<file path="src/rtl/tensor_core_sequencer_pkg.sv">
// Shared types and constants for the tensor core sequencer: FSM states,
// opcode encodings, default element width and row-major index helpers.
package tensor_core_sequencer_pkg;

  localparam int BUS_WIDTH = 7;

  localparam logic [2:0] OP_MATMUL = 3'd0;
  localparam logic [2:0] OP_ADD    = 3'd1;
  localparam logic [2:0] OP_RELU   = 3'd2;

  localparam logic [3:0] LAST_ELEM = 4'd8;

  typedef enum logic [2:0] {
    IDLE,
    LOAD_A,
    LOAD_B,
    START,
    COMPUTE,
    DRAIN
  } seqState_t;

  // Row-major 3x3 mapping of a flat element index k -> [k/3][k%3]
  function automatic logic [1:0] elemRow(input logic [3:0] k);
    case (k)
      4'd0, 4'd1, 4'd2: elemRow = 2'd0;
      4'd3, 4'd4, 4'd5: elemRow = 2'd1;
      default:          elemRow = 2'd2;
    endcase
  endfunction

  function automatic logic [1:0] elemCol(input logic [3:0] k);
    case (k)
      4'd0, 4'd3, 4'd6: elemCol = 2'd0;
      4'd1, 4'd4, 4'd7: elemCol = 2'd1;
      default:          elemCol = 2'd2;
    endcase
  endfunction

endpackage

</file>
<file path="src/rtl/tensor_core_sequencer_if.sv">
// Bundles the byte input stream, the tensor core operand/result bus and the
// result output stream. slave is the sequencer's view, master the environment's.
interface tensor_core_sequencer_if #(
  parameter int BUS_WIDTH = tensor_core_sequencer_pkg::BUS_WIDTH
);

  logic signed [BUS_WIDTH:0] in_data;
  logic                      in_valid;
  logic                      in_ready;

  logic signed [BUS_WIDTH:0] core_input1 [3][3];
  logic signed [BUS_WIDTH:0] core_input2 [3][3];
  logic [2:0]                core_op_select;
  logic                      core_start;
  logic signed [BUS_WIDTH:0] core_output [3][3];

  logic signed [BUS_WIDTH:0] out_data;
  logic                      out_valid;
  logic                      out_ready;

  logic                      busy;
  logic                      error;

  modport slave (
    input  in_data, in_valid, out_ready, core_output,
    output in_ready, core_input1, core_input2, core_op_select, core_start,
    output out_data, out_valid, busy, error
  );

  modport master (
    output in_data, in_valid, out_ready, core_output,
    input  in_ready, core_input1, core_input2, core_op_select, core_start,
    input  out_data, out_valid, busy, error
  );

endinterface

</file>
<file path="src/rtl/tensor_core_result_serializer.sv">
// Streams the 3x3 result matrix out row-major, one element per valid/ready
// transfer; the index is cleared whenever the serializer is not enabled.
module tensor_core_result_serializer #(
  parameter int WIDTH = 7
) (
  input  logic                  clock_in,
  input  logic                  reset_in,
  input  logic                  i_enable,
  input  logic signed [WIDTH:0] i_matrix [3][3],
  input  logic                  i_outReady,
  output logic signed [WIDTH:0] o_outData,
  output logic                  o_outValid,
  output logic                  o_done
);
  import tensor_core_sequencer_pkg::*;

  logic [3:0] r_elemIdx;
  logic       w_transfer;

  assign w_transfer = i_enable && i_outReady;
  assign o_outValid = i_enable;
  assign o_done     = w_transfer && (r_elemIdx == LAST_ELEM);
  assign o_outData  = i_enable ? i_matrix[elemRow(r_elemIdx)][elemCol(r_elemIdx)] : '0;

  always_ff @(posedge clock_in) begin
    if (reset_in || !i_enable) begin
      r_elemIdx <= 4'd0;
    end else if (w_transfer) begin
      r_elemIdx <= o_done ? 4'd0 : r_elemIdx + 4'd1;
    end
  end

endmodule

</file>
<file path="src/rtl/tensor_core_sequencer.sv">
// Loads an opcode header and two 3x3 operand matrices from a byte stream,
// pulses the tensor core, waits a fixed compute time, then drains the result.
module tensor_core_sequencer #(
  parameter int BUS_WIDTH      = tensor_core_sequencer_pkg::BUS_WIDTH,
  parameter int COMPUTE_CYCLES = 10
) (
  input logic                    clock_in,
  input logic                    reset_in,
  tensor_core_sequencer_if.slave bus
);
  import tensor_core_sequencer_pkg::*;

  localparam int TIMER_W = (COMPUTE_CYCLES > 1) ? $clog2(COMPUTE_CYCLES) : 1;

  seqState_t                 r_state;
  seqState_t                 w_nextState;
  logic [3:0]                r_loadIdx;
  logic [TIMER_W-1:0]        r_timer;
  logic [2:0]                r_opSelect;
  logic signed [BUS_WIDTH:0] r_matA [3][3];
  logic signed [BUS_WIDTH:0] r_matB [3][3];
  logic                      r_error;

  logic w_inReady;
  logic w_accept;
  logic w_headerOk;
  logic w_lastLoad;
  logic w_timerDone;
  logic w_drainEn;
  logic w_drainDone;
  logic w_coreStart;
  logic w_busy;

  // in_ready is forced low during the reset cycle itself
  assign w_inReady   = !reset_in &&
                       ((r_state == IDLE) || (r_state == LOAD_A) || (r_state == LOAD_B));
  assign w_accept    = bus.in_valid && w_inReady;
  assign w_headerOk  = (bus.in_data[2:0] <= OP_RELU);
  assign w_lastLoad  = (r_loadIdx == LAST_ELEM);
  assign w_timerDone = (r_timer == TIMER_W'(COMPUTE_CYCLES - 1));
  assign w_drainEn   = (r_state == DRAIN);

  always_ff @(posedge clock_in) begin
    if (reset_in) begin
      r_state <= IDLE;
    end else begin
      r_state <= w_nextState;
    end
  end

  always_comb begin
    w_nextState = r_state;
    w_coreStart = 1'b0;
    w_busy      = 1'b1;
    case (r_state)
      IDLE: begin
        w_busy = 1'b0;
        if (w_accept && w_headerOk) w_nextState = LOAD_A;
      end
      LOAD_A:  if (w_accept && w_lastLoad) w_nextState = LOAD_B;
      LOAD_B:  if (w_accept && w_lastLoad) w_nextState = START;
      START: begin
        w_coreStart = 1'b1;
        w_nextState = COMPUTE;
      end
      COMPUTE: if (w_timerDone) w_nextState = DRAIN;
      DRAIN:   if (w_drainDone) w_nextState = IDLE;
      default: w_nextState = IDLE;
    endcase
  end

  // Operands and opcode are only written while loading, so they stay frozen through compute and drain
  always_ff @(posedge clock_in) begin
    if (reset_in) begin
      r_loadIdx  <= 4'd0;
      r_timer    <= '0;
      r_opSelect <= OP_MATMUL;
      r_error    <= 1'b0;
      for (int i = 0; i < 3; i++) begin
        for (int j = 0; j < 3; j++) begin
          r_matA[i][j] <= '0;
          r_matB[i][j] <= '0;
        end
      end
    end else begin
      r_error <= (r_state == IDLE) && w_accept && !w_headerOk;

      if (w_nextState != r_state) begin
        r_loadIdx <= 4'd0;
        r_timer   <= '0;
      end else begin
        if (((r_state == LOAD_A) || (r_state == LOAD_B)) && w_accept) r_loadIdx <= r_loadIdx + 4'd1;
        if (r_state == COMPUTE) r_timer <= r_timer + 1'b1;
      end

      if ((r_state == IDLE) && w_accept && w_headerOk) r_opSelect <= bus.in_data[2:0];
      if ((r_state == LOAD_A) && w_accept) r_matA[elemRow(r_loadIdx)][elemCol(r_loadIdx)] <= bus.in_data;
      if ((r_state == LOAD_B) && w_accept) r_matB[elemRow(r_loadIdx)][elemCol(r_loadIdx)] <= bus.in_data;
    end
  end

  tensor_core_result_serializer #(
    .WIDTH(BUS_WIDTH)
  ) u_serializer (
    .clock_in   (clock_in),
    .reset_in   (reset_in),
    .i_enable   (w_drainEn),
    .i_matrix   (bus.core_output),
    .i_outReady (bus.out_ready),
    .o_outData  (bus.out_data),
    .o_outValid (bus.out_valid),
    .o_done     (w_drainDone)
  );

  assign bus.in_ready       = w_inReady;
  assign bus.core_input1    = r_matA;
  assign bus.core_input2    = r_matB;
  assign bus.core_op_select = r_opSelect;
  assign bus.core_start     = w_coreStart;
  assign bus.busy           = w_busy;
  assign bus.error          = r_error;

endmodule

</file>
<file path="src/flat_wrapper.sv">
// flat-port wrapper written by rule: the top's interface ports become plain ports
module tensor_core_sequencer_flat import tensor_core_sequencer_pkg::*;
#(
  parameter int BUS_WIDTH      = tensor_core_sequencer_pkg::BUS_WIDTH,
  parameter int COMPUTE_CYCLES = 10
)
  (clock_in, reset_in, bus_in_data, bus_in_valid, bus_out_ready, bus_core_output, bus_in_ready, bus_core_input1, bus_core_input2, bus_core_op_select, bus_core_start, bus_out_data, bus_out_valid, bus_busy, bus_error);
  tensor_core_sequencer_if #(.BUS_WIDTH(BUS_WIDTH)) bus_i ();
  input logic clock_in;
  input logic reset_in;
  input wire logic [$bits(bus_i.in_data)-1:0] bus_in_data;
  input wire logic [$bits(bus_i.in_valid)-1:0] bus_in_valid;
  input wire logic [$bits(bus_i.out_ready)-1:0] bus_out_ready;
  input wire logic [$bits(bus_i.core_output)-1:0] bus_core_output;
  output wire logic [$bits(bus_i.in_ready)-1:0] bus_in_ready;
  output wire logic [$bits(bus_i.core_input1)-1:0] bus_core_input1;
  output wire logic [$bits(bus_i.core_input2)-1:0] bus_core_input2;
  output wire logic [$bits(bus_i.core_op_select)-1:0] bus_core_op_select;
  output wire logic [$bits(bus_i.core_start)-1:0] bus_core_start;
  output wire logic [$bits(bus_i.out_data)-1:0] bus_out_data;
  output wire logic [$bits(bus_i.out_valid)-1:0] bus_out_valid;
  output wire logic [$bits(bus_i.busy)-1:0] bus_busy;
  output wire logic [$bits(bus_i.error)-1:0] bus_error;
  assign bus_i.in_data = bus_in_data;
  assign bus_i.in_valid = bus_in_valid;
  assign bus_i.out_ready = bus_out_ready;
  assign bus_i.core_output = {>>{bus_core_output}};
  assign bus_in_ready = bus_i.in_ready;
  assign bus_core_input1 = {>>{bus_i.core_input1}};
  assign bus_core_input2 = {>>{bus_i.core_input2}};
  assign bus_core_op_select = bus_i.core_op_select;
  assign bus_core_start = bus_i.core_start;
  assign bus_out_data = bus_i.out_data;
  assign bus_out_valid = bus_i.out_valid;
  assign bus_busy = bus_i.busy;
  assign bus_error = bus_i.error;
  tensor_core_sequencer #(.BUS_WIDTH(BUS_WIDTH), .COMPUTE_CYCLES(COMPUTE_CYCLES)) u_core (.clock_in(clock_in), .reset_in(reset_in), .bus(bus_i));
endmodule
</file>
<file path="config.mk">
export PLATFORM = sky130hd
export DESIGN_NAME = tensor_core_sequencer_flat
export DESIGN_NICKNAME = d
export VERILOG_FILES = /design/src/rtl/tensor_core_sequencer_pkg.sv /design/src/rtl/tensor_core_sequencer_if.sv /design/src/rtl/tensor_core_result_serializer.sv /design/src/rtl/tensor_core_sequencer.sv /design/src/flat_wrapper.sv
export SDC_FILE = /design/constraint.sdc
export NUM_CORES = 1
export LEC_CHECK = 0
export BUFFER_PORTS_ARGS = -buffer_cell sky130_fd_sc_hd__buf_2
export CAP_MARGIN = 20
export CORE_MARGIN = 1.5
export CORE_UTILIZATION = 46
export CTS_CLUSTER_SIZE = 16
export DETAILED_ROUTE_END_ITERATION = 10
export GPL_TIMING_DRIVEN = 0
export PLACE_DENSITY = 0.74
export SYNTH_ARGS = -nofsm -noshare
export SYNTH_HDL_FRONTEND = slang
export SYNTH_SLANG_ARGS = --single-unit
</file>
<file path="constraint.sdc">
create_clock -name clock_in -period 2.21 [get_ports clock_in]
set_clock_uncertainty 0.05 [all_clocks]
set_input_delay 0 -clock clock_in [delete_from_list [all_inputs] [get_ports clock_in]]
set_output_delay 0 -clock clock_in [all_outputs]
set_load 0.1 [all_outputs]
</file>
==> results of run 1 <==
placed cells by master (no fill, tap or decap), types with 5 or more instances in the layout:
cell type / instances
sky130_fd_sc_hd__buf_2: 241
sky130_fd_sc_hd__nor2_1: 161
sky130_fd_sc_hd__mux2i_1: 159
sky130_fd_sc_hd__dfxtp_1: 159
sky130_fd_sc_hd__buf_4: 32
sky130_fd_sc_hd__clkbuf_1: 28
sky130_fd_sc_hd__buf_12: 19
sky130_fd_sc_hd__nand2_1: 17
sky130_fd_sc_hd__clkbuf_16: 17
sky130_fd_sc_hd__a21oi_1: 13
sky130_fd_sc_hd__mux2_2: 13
sky130_fd_sc_hd__nand3_1: 11
sky130_fd_sc_hd__buf_6: 9
sky130_fd_sc_hd__a21oi_4: 9
sky130_fd_sc_hd__dlygate4sd3_1: 9
sky130_fd_sc_hd__nand2b_1: 8
sky130_fd_sc_hd__o22a_1: 8
sky130_fd_sc_hd__o21ai_0: 7
sky130_fd_sc_hd__nand4_1: 6
sky130_fd_sc_hd__nor3_4: 6
sky130_fd_sc_hd__a21boi_2: 6
sky130_fd_sc_hd__ha_4: 6
sky130_fd_sc_hd__nor3_1: 5
sky130_fd_sc_hd__o221ai_2: 5
sequential cells by signal, indices dropped and copies added, names as in the netlist:
register,cells
u_core.r_loadIdx,4
u_core.bus.error,1
u_core.bus.core_input1,72
u_core.u_serializer.r_elemIdx,4
u_core.bus.core_op_select,3
u_core.r_state,3
u_core.r_timer,4
u_core.bus.core_input2,72
how the worst min path moves through the flow:
stage / endpoint / slack, ns
global placement: u_core.r_state[1] / 0.35
detailed placement: u_core.r_state[1] / 0.35
floorplan: u_core.u_serializer.r_elemIdx[1] / 0.15
global route: u_core.r_state[0] / 0.03
finish: u_core.r_state[0] / 0.03
CTS: u_core.r_state[0] / 0.007
through the flow:
step                      total power [mW]  instances  TNS [ns]  setup slack (ns)  utilization
after CTS                             6.43       1256     -1.96            -0.272        0.671
after floorplan                       3.21        739    -0.364            -0.241            -
after global routing                  6.59       1271     -2.55            -0.359        0.686
final                                 6.41       1271     -1.90            -0.284        0.686
after detailed placement              3.37       1186    -15.11            -0.301        0.579
after global placement                3.36       1186    -13.77            -0.314        0.579
report_power, final:
group          total, mW  switching [mW]  leakage [nW]  internal, mW
Sequential          2.94         0.00434          1.32          2.94
Combinational      0.399           0.263          3.06         0.136
Clock               3.07            1.25         0.295          1.82
Total               6.41            1.52          4.67          4.90
worst max-delay path, cell delays in order (launching register included):
cell and delay [ns]:
sky130_fd_sc_hd__dfxtp_4 0.37, sky130_fd_sc_hd__inv_4 0.08, sky130_fd_sc_hd__ha_4 0.19, sky130_fd_sc_hd__nor2_4 0.05, sky130_fd_sc_hd__a211oi_4 0.20, sky130_fd_sc_hd__buf_6 0.17, sky130_fd_sc_hd__buf_4 0.12, sky130_fd_sc_hd__buf_6 0.09
sky130_fd_sc_hd__mux2_2 0.33, sky130_fd_sc_hd__o221ai_2 0.20, sky130_fd_sc_hd__a21oi_4 0.06, sky130_fd_sc_hd__buf_12 0.17
per-layer routing:
layer | vias to the layer above | global-route usage | part of all wire
met5 | - | 0 | 0
met4 | 0 | 0.122 | 0.040
met3 | 53 | 0.109 | 0.087
met2 | 273 | 0.490 | 0.48
met1 | 3172 | 0.325 | 0.39
li1 | 3172 | - | -
logic make-up (layout without fill, tap and decap cells):
logic type      count (synthesis)  count (layout)  share of synthesized area
fa+ha+maj                      10              10                     0.0172
compound gates                 75              75                     0.0778
flops                         163             163                      0.449
buf+inv                        62             381                     0.0385
xor+xnor                        6               6                    0.00723
simple gates                  247             247                      0.166
other cells                     0               2                          0
mux                           176             176                      0.245
timing repair:
action                                  in CTS  in global routing
endpoints found under the setup margin     154                106
resized for setup                           95                 23
gates cloned                                 1                  0
pin swaps                                   30                 12
endpoints found under the hold margin       53                  0
hold buffers                                 9                  0
setup buffers                               31                 14
final cells by class:
class / instances / area (um^2) / share of cell area
clock inverter: 14 / 178 / 0.0169
sequential: 163 / 3280 / 0.312
multi-input combinational: 514 / 4150 / 0.395
timing repair buffer: 291 / 1900 / 0.180
buffer: 51 / 270 / 0.0257
tap: 211 / 264 / 0.0251
clock buffer: 18 / 439 / 0.0418
antenna: 2 / 5.00 / 0.000476
inverter: 7 / 32.5 / 0.00310
==> out/qor.yml, run 1 <==
synth_async_sr_flop_share: 0
setup_viol: 8
postSynthNetCount: 833
clk_latency_ns: 0.43
min_period_over_period: 1.13
ff2ff_path_depth: 8
via_count_of_the_first_global_routing_pass: 6407
postLayoutSetupSlackWorst_ns: -0.284
post-dp-hpwl_mm: 15.8
p_leak_nw: 4.67
mappedNetlistArea_mm2: 0.00727
synthDominantAreaCellType: "sky130_fd_sc_hd__dfxtp_1"
timing.critical_path.arrival_ns: 2.44
post_synth_num_cell_types: 56
number_of_top_level_pins: 244
yosysTopAreaCellShare: 0.449
drt-initial-drc-count: 345
synth-warning-count: 0
drt_first_pass_iters: 4
io_buffer_count: 236
drive_gt1_frac: 0.408
synth-edff-count: 0
cap_violations: 0
min-delay-path-class: "in -> reg"
leading_post_synthesis_cells_by_cell_area: "sky130_fd_sc_hd__dfxtp_1 (45%), sky130_fd_sc_hd__mux2i_1 (22%), sky130_fd_sc_hd__nor2_1 (8.5%)"
postLayoutCellArea_mm2: 0.0105
worst-slew-pin-transition_ns: 0.766
detailroute.via_count: 6670
yosys.cell_count.top_type: "sky130_fd_sc_hd__nor2_1"
clock_tree.root_cell: "sky130_fd_sc_hd__clkbuf_16"
violations: "negative setup slack"
initial_core_util: 0.475
placed_cell_area_mm2: 0.00887
grt_antenna_before_repair: 2
cts_made_buffers: 17
nNetsFinal: 1139
clock_tree.htree_level_count: 4
postSynthRegisterBits: 163
power-per-cell-area_mw_per_mm2: 611
grt_start_max_net_pins: 17
synthesis.instances: 739
worstHoldPathCells: 4
post_synth.cell_area_avg_um2: 9.84
dieWidth_um: 129
timing_hold_violations_final: 0
detail_route.wirelength_mm: 24.3
grt_first_pass_wirelength_mm: 36.1
commonest_cells_in_the_synthesized_netlist: "sky130_fd_sc_hd__nor2_1 (164), sky130_fd_sc_hd__dfxtp_1 (163), sky130_fd_sc_hd__mux2i_1 (160), sky130_fd_sc_hd__clkbuf_1 (30), sky130_fd_sc_hd__a21oi_1 (23)"
whs_ns: 0.0286
cp_max_fo: 5
gp_congestion: 0.821
cts_buffer_depth: 2
cts_tree: "yes"
postSynth.topFlopCell: "sky130_fd_sc_hd__dfxtp_1"
maxSlewHeadroom: 0.490
irDropWorstVdd_v: 0.000506
regToRegEndpoint: "u_core.bus.core_input1[41]"
wl_per_cell_um: 19.1
rrSetupSlack_ns: 0.07
drt.antenna.violating_nets: 0
global_route.usage.total: 0.288
drc_errors: 0
worstSetupEndpointType: "output port"
design.die.area_mm2: 0.0166
core-area_mm2: 0.0153
n_fill_cell: 1222
worst_setup_path_start_kind: "register"
hold_path_startpoint: "bus_in_valid"
routed_via_density: 5.25
cp-startpoint: "u_core.u_serializer.r_elemIdx[1]"
synth_seq_area_share: 0.449
cp.required_ns: 2.16
setup.worst_path.class: "reg -> out"
critPathCapture: "bus_out_data[1]"
grt.overflow.total: 0
timing.final.max_slew_violations: 0
max_freq_mhz: 401
clkSinkCount: 163
worst_setup_hold_path_clk_slew_ns: 0.07
syn2layout_area_growth_pct: 44.4
placement_rows: 45
post-route-min-period_ns: 2.49
setup_repair_after_global_routing_missed_its_margin: "yes"
crit-reg2reg-launch: "u_core.r_loadIdx[0]"
status: "complete, but fails checks"
floorplan.die.height_um: 129
Power figures use the tool's default switching activity.
==> run 2, diff against run 1 <==
CORE_UTILIZATION = 47   (was 46)
CTS_BUF_LIST = sky130_fd_sc_hd__clkbuf_8   (was default)
PLACE_DENSITY = 0.75   (was 0.74)
==> out/qor.yml, run 2 (synthesis results as in run 1) <==
violations: "negative setup slack"
postLayoutSetupSlackWorst_ns: -0.358
post-dp-hpwl_mm: 15.7
setup.worst_path.class: "reg -> out"
grt_start_max_net_pins: 17
final-seq-area_mm2: 0.00328
wl_per_cell_um: 18.5
drt-initial-drc-count: 314
drt.antenna.violating_nets: 0
gp_congestion: 0.855
critPathSlowestCell: "sky130_fd_sc_hd__dfxtp_4"
multi_input_comb_area_mm2: 0.00416
nNetsFinal: 1139
p_leak_nw: 4.56
cp_max_fo: 8
setup_viol: 8
worst_setup_hold_path_clk_slew_ns: 0.08
drc_errors: 0
syn2layout_area_growth_pct: 41.5
via_count_of_the_first_global_routing_pass: 6461
number_of_top_level_pins: 244
worstSetupEndpointType: "output port"
io_buffer_count: 236
detail_route.wirelength_mm: 23.1
post-route-min-period_ns: 2.57
stdcell_count: 1246
maxSlewHeadroom: 0.529
min_period_over_period: 1.16
grt_first_pass_wirelength_mm: 34.9
worst-slew-pin-transition_ns: 0.706
irDropWorstVdd_v: 0.000463
cts_made_buffers: 17
n_fill_cell: 1216
global_route.usage.total: 0.281
dieWidth_um: 127
detailroute.via_count: 6625
clk_latency_ns: 0.47
timing.critical_path.arrival_ns: 2.52
grt.overflow.total: 0
clock_tree.htree_level_count: 4
cpLargestDelayFamily: "buffers and inverters"
timing_hold_violations_final: 0
max_freq_mhz: 389
timing.final.max_slew_violations: 0
design.die.area_mm2: 0.0162
routed_via_density: 5.32
status: "complete, but fails checks"
cts_buffer_depth: 2
critPathBufInv: 3
worst_setup_path_start_kind: "register"
placed_cells_incl_taps: 1163
floorplan.die.height_um: 127
initial_core_util: 0.480
whs_ns: 0.0635
setup_repair_after_global_routing_missed_its_margin: "yes"
power-per-cell-area_mw_per_mm2: 547
clock_tree.root_cell: "sky130_fd_sc_hd__clkbuf_8"
crit_chain: "inv_4 -> ha_4 -> or2_2 -> mux2i_1 -> nand3b_1 -> buf_4 -> o221ai_4 -> a21oi_2 -> buf_8"
clkSinkCount: 163
drive_gt1_frac: 0.405
placement_rows: 45
min-delay-path-class: "in -> reg"
grt_antenna_before_repair: 0
drt_first_pass_iters: 5
cp.required_ns: 2.16
core-area_mm2: 0.0151
mostFrequentLayoutCell: "sky130_fd_sc_hd__buf_2"
antenna-diode-count: 0
cap_violations: 0
commonest_cells_after_routing_fill_and_taps_aside: "sky130_fd_sc_hd__buf_2 (240), sky130_fd_sc_hd__nor2_1 (161), sky130_fd_sc_hd__dfxtp_1 (159), sky130_fd_sc_hd__mux2i_1 (157)"
crit_path_max_incr_delay_ns: 0.39
cts_tree: "yes"
run 2: per-layer routing:
metal  vias up  share of wire  GRT usage
met3        73          0.085     0.0959
met4         0          0.038      0.130
met1      3084           0.40      0.319
met2       302           0.48      0.476
li1       3166              -          -
met5         -              0          0
run 2: metrics by stage:
| step | setup WS, ns | setup TNS (ns) | total power, mW | instance area (um^2) | utilization |
|---|---|---|---|---|---|
| after detailed placement | -0.368 | -17.09 | 3.36 | 8840 | 0.584 |
| after global routing | -0.398 | -3.24 | 5.82 | 10300 | 0.679 |
| after floorplan | -0.241 | -0.364 | 3.21 | 7420 | - |
| after global placement | -0.355 | -13.72 | 3.36 | 8840 | 0.584 |
| final | -0.358 | -2.40 | 5.63 | 10300 | 0.679 |
| after CTS | -0.297 | -2.31 | 5.66 | 10100 | 0.668 |
run 2: path summary, 6_finish.rpt:
path,startpoint,endpoint,slack [ns],cells after the start
max,u_core.u_serializer.r_elemIdx[1],bus_out_data[5],-0.36,9
min,bus_in_data[2],u_core.bus.core_input2[34],0.06,3
max reg2reg,u_core.r_state[1],u_core.bus.core_input2[22],0.10,7
min reg2reg,u_core.bus.core_input1[32],u_core.bus.core_input1[32],0.41,2
run 2: final cells by class:
type                            count  area share
Multi-Input combinational cell    514       0.404
Sequential cell                   163       0.319
Timing Repair Buffer              289       0.181
Buffer                             53      0.0281
Clock buffer                       18      0.0241
Tap cell                          188      0.0229
Clock inverter                     14      0.0171
Inverter                            7     0.00353
run 2: worst reg2reg max path, stage by stage, from the launching register on:
cell	delay, ns
sky130_fd_sc_hd__dfxtp_1	0.41
sky130_fd_sc_hd__buf_2	0.26
sky130_fd_sc_hd__nor2b_1	0.28
sky130_fd_sc_hd__nand2_2	0.18
sky130_fd_sc_hd__nor4_4	0.36
sky130_fd_sc_hd__buf_12	0.18
sky130_fd_sc_hd__mux2i_1	0.20
sky130_fd_sc_hd__nor2_1	0.06
run 2: what timing repair did:
| action | CTS | global route |
|---|---|---|
| endpoints found under the hold margin | 51 | 0 |
| gates cloned | 1 | 0 |
| hold buffers | 11 | 0 |
| gates resized for setup | 101 | 23 |
| setup buffers | 32 | 9 |
| pin swaps | 28 | 11 |
| endpoints found under the setup margin | 153 | 94 |
run 2: power breakdown:
part           total [mW]  leakage, nW  internal [mW]  switching, mW
combinational       0.391         3.04          0.137          0.253
sequential           2.94         1.32           2.93        0.00390
clock                2.30        0.204           1.16           1.14
total                5.63         4.56           4.23           1.40
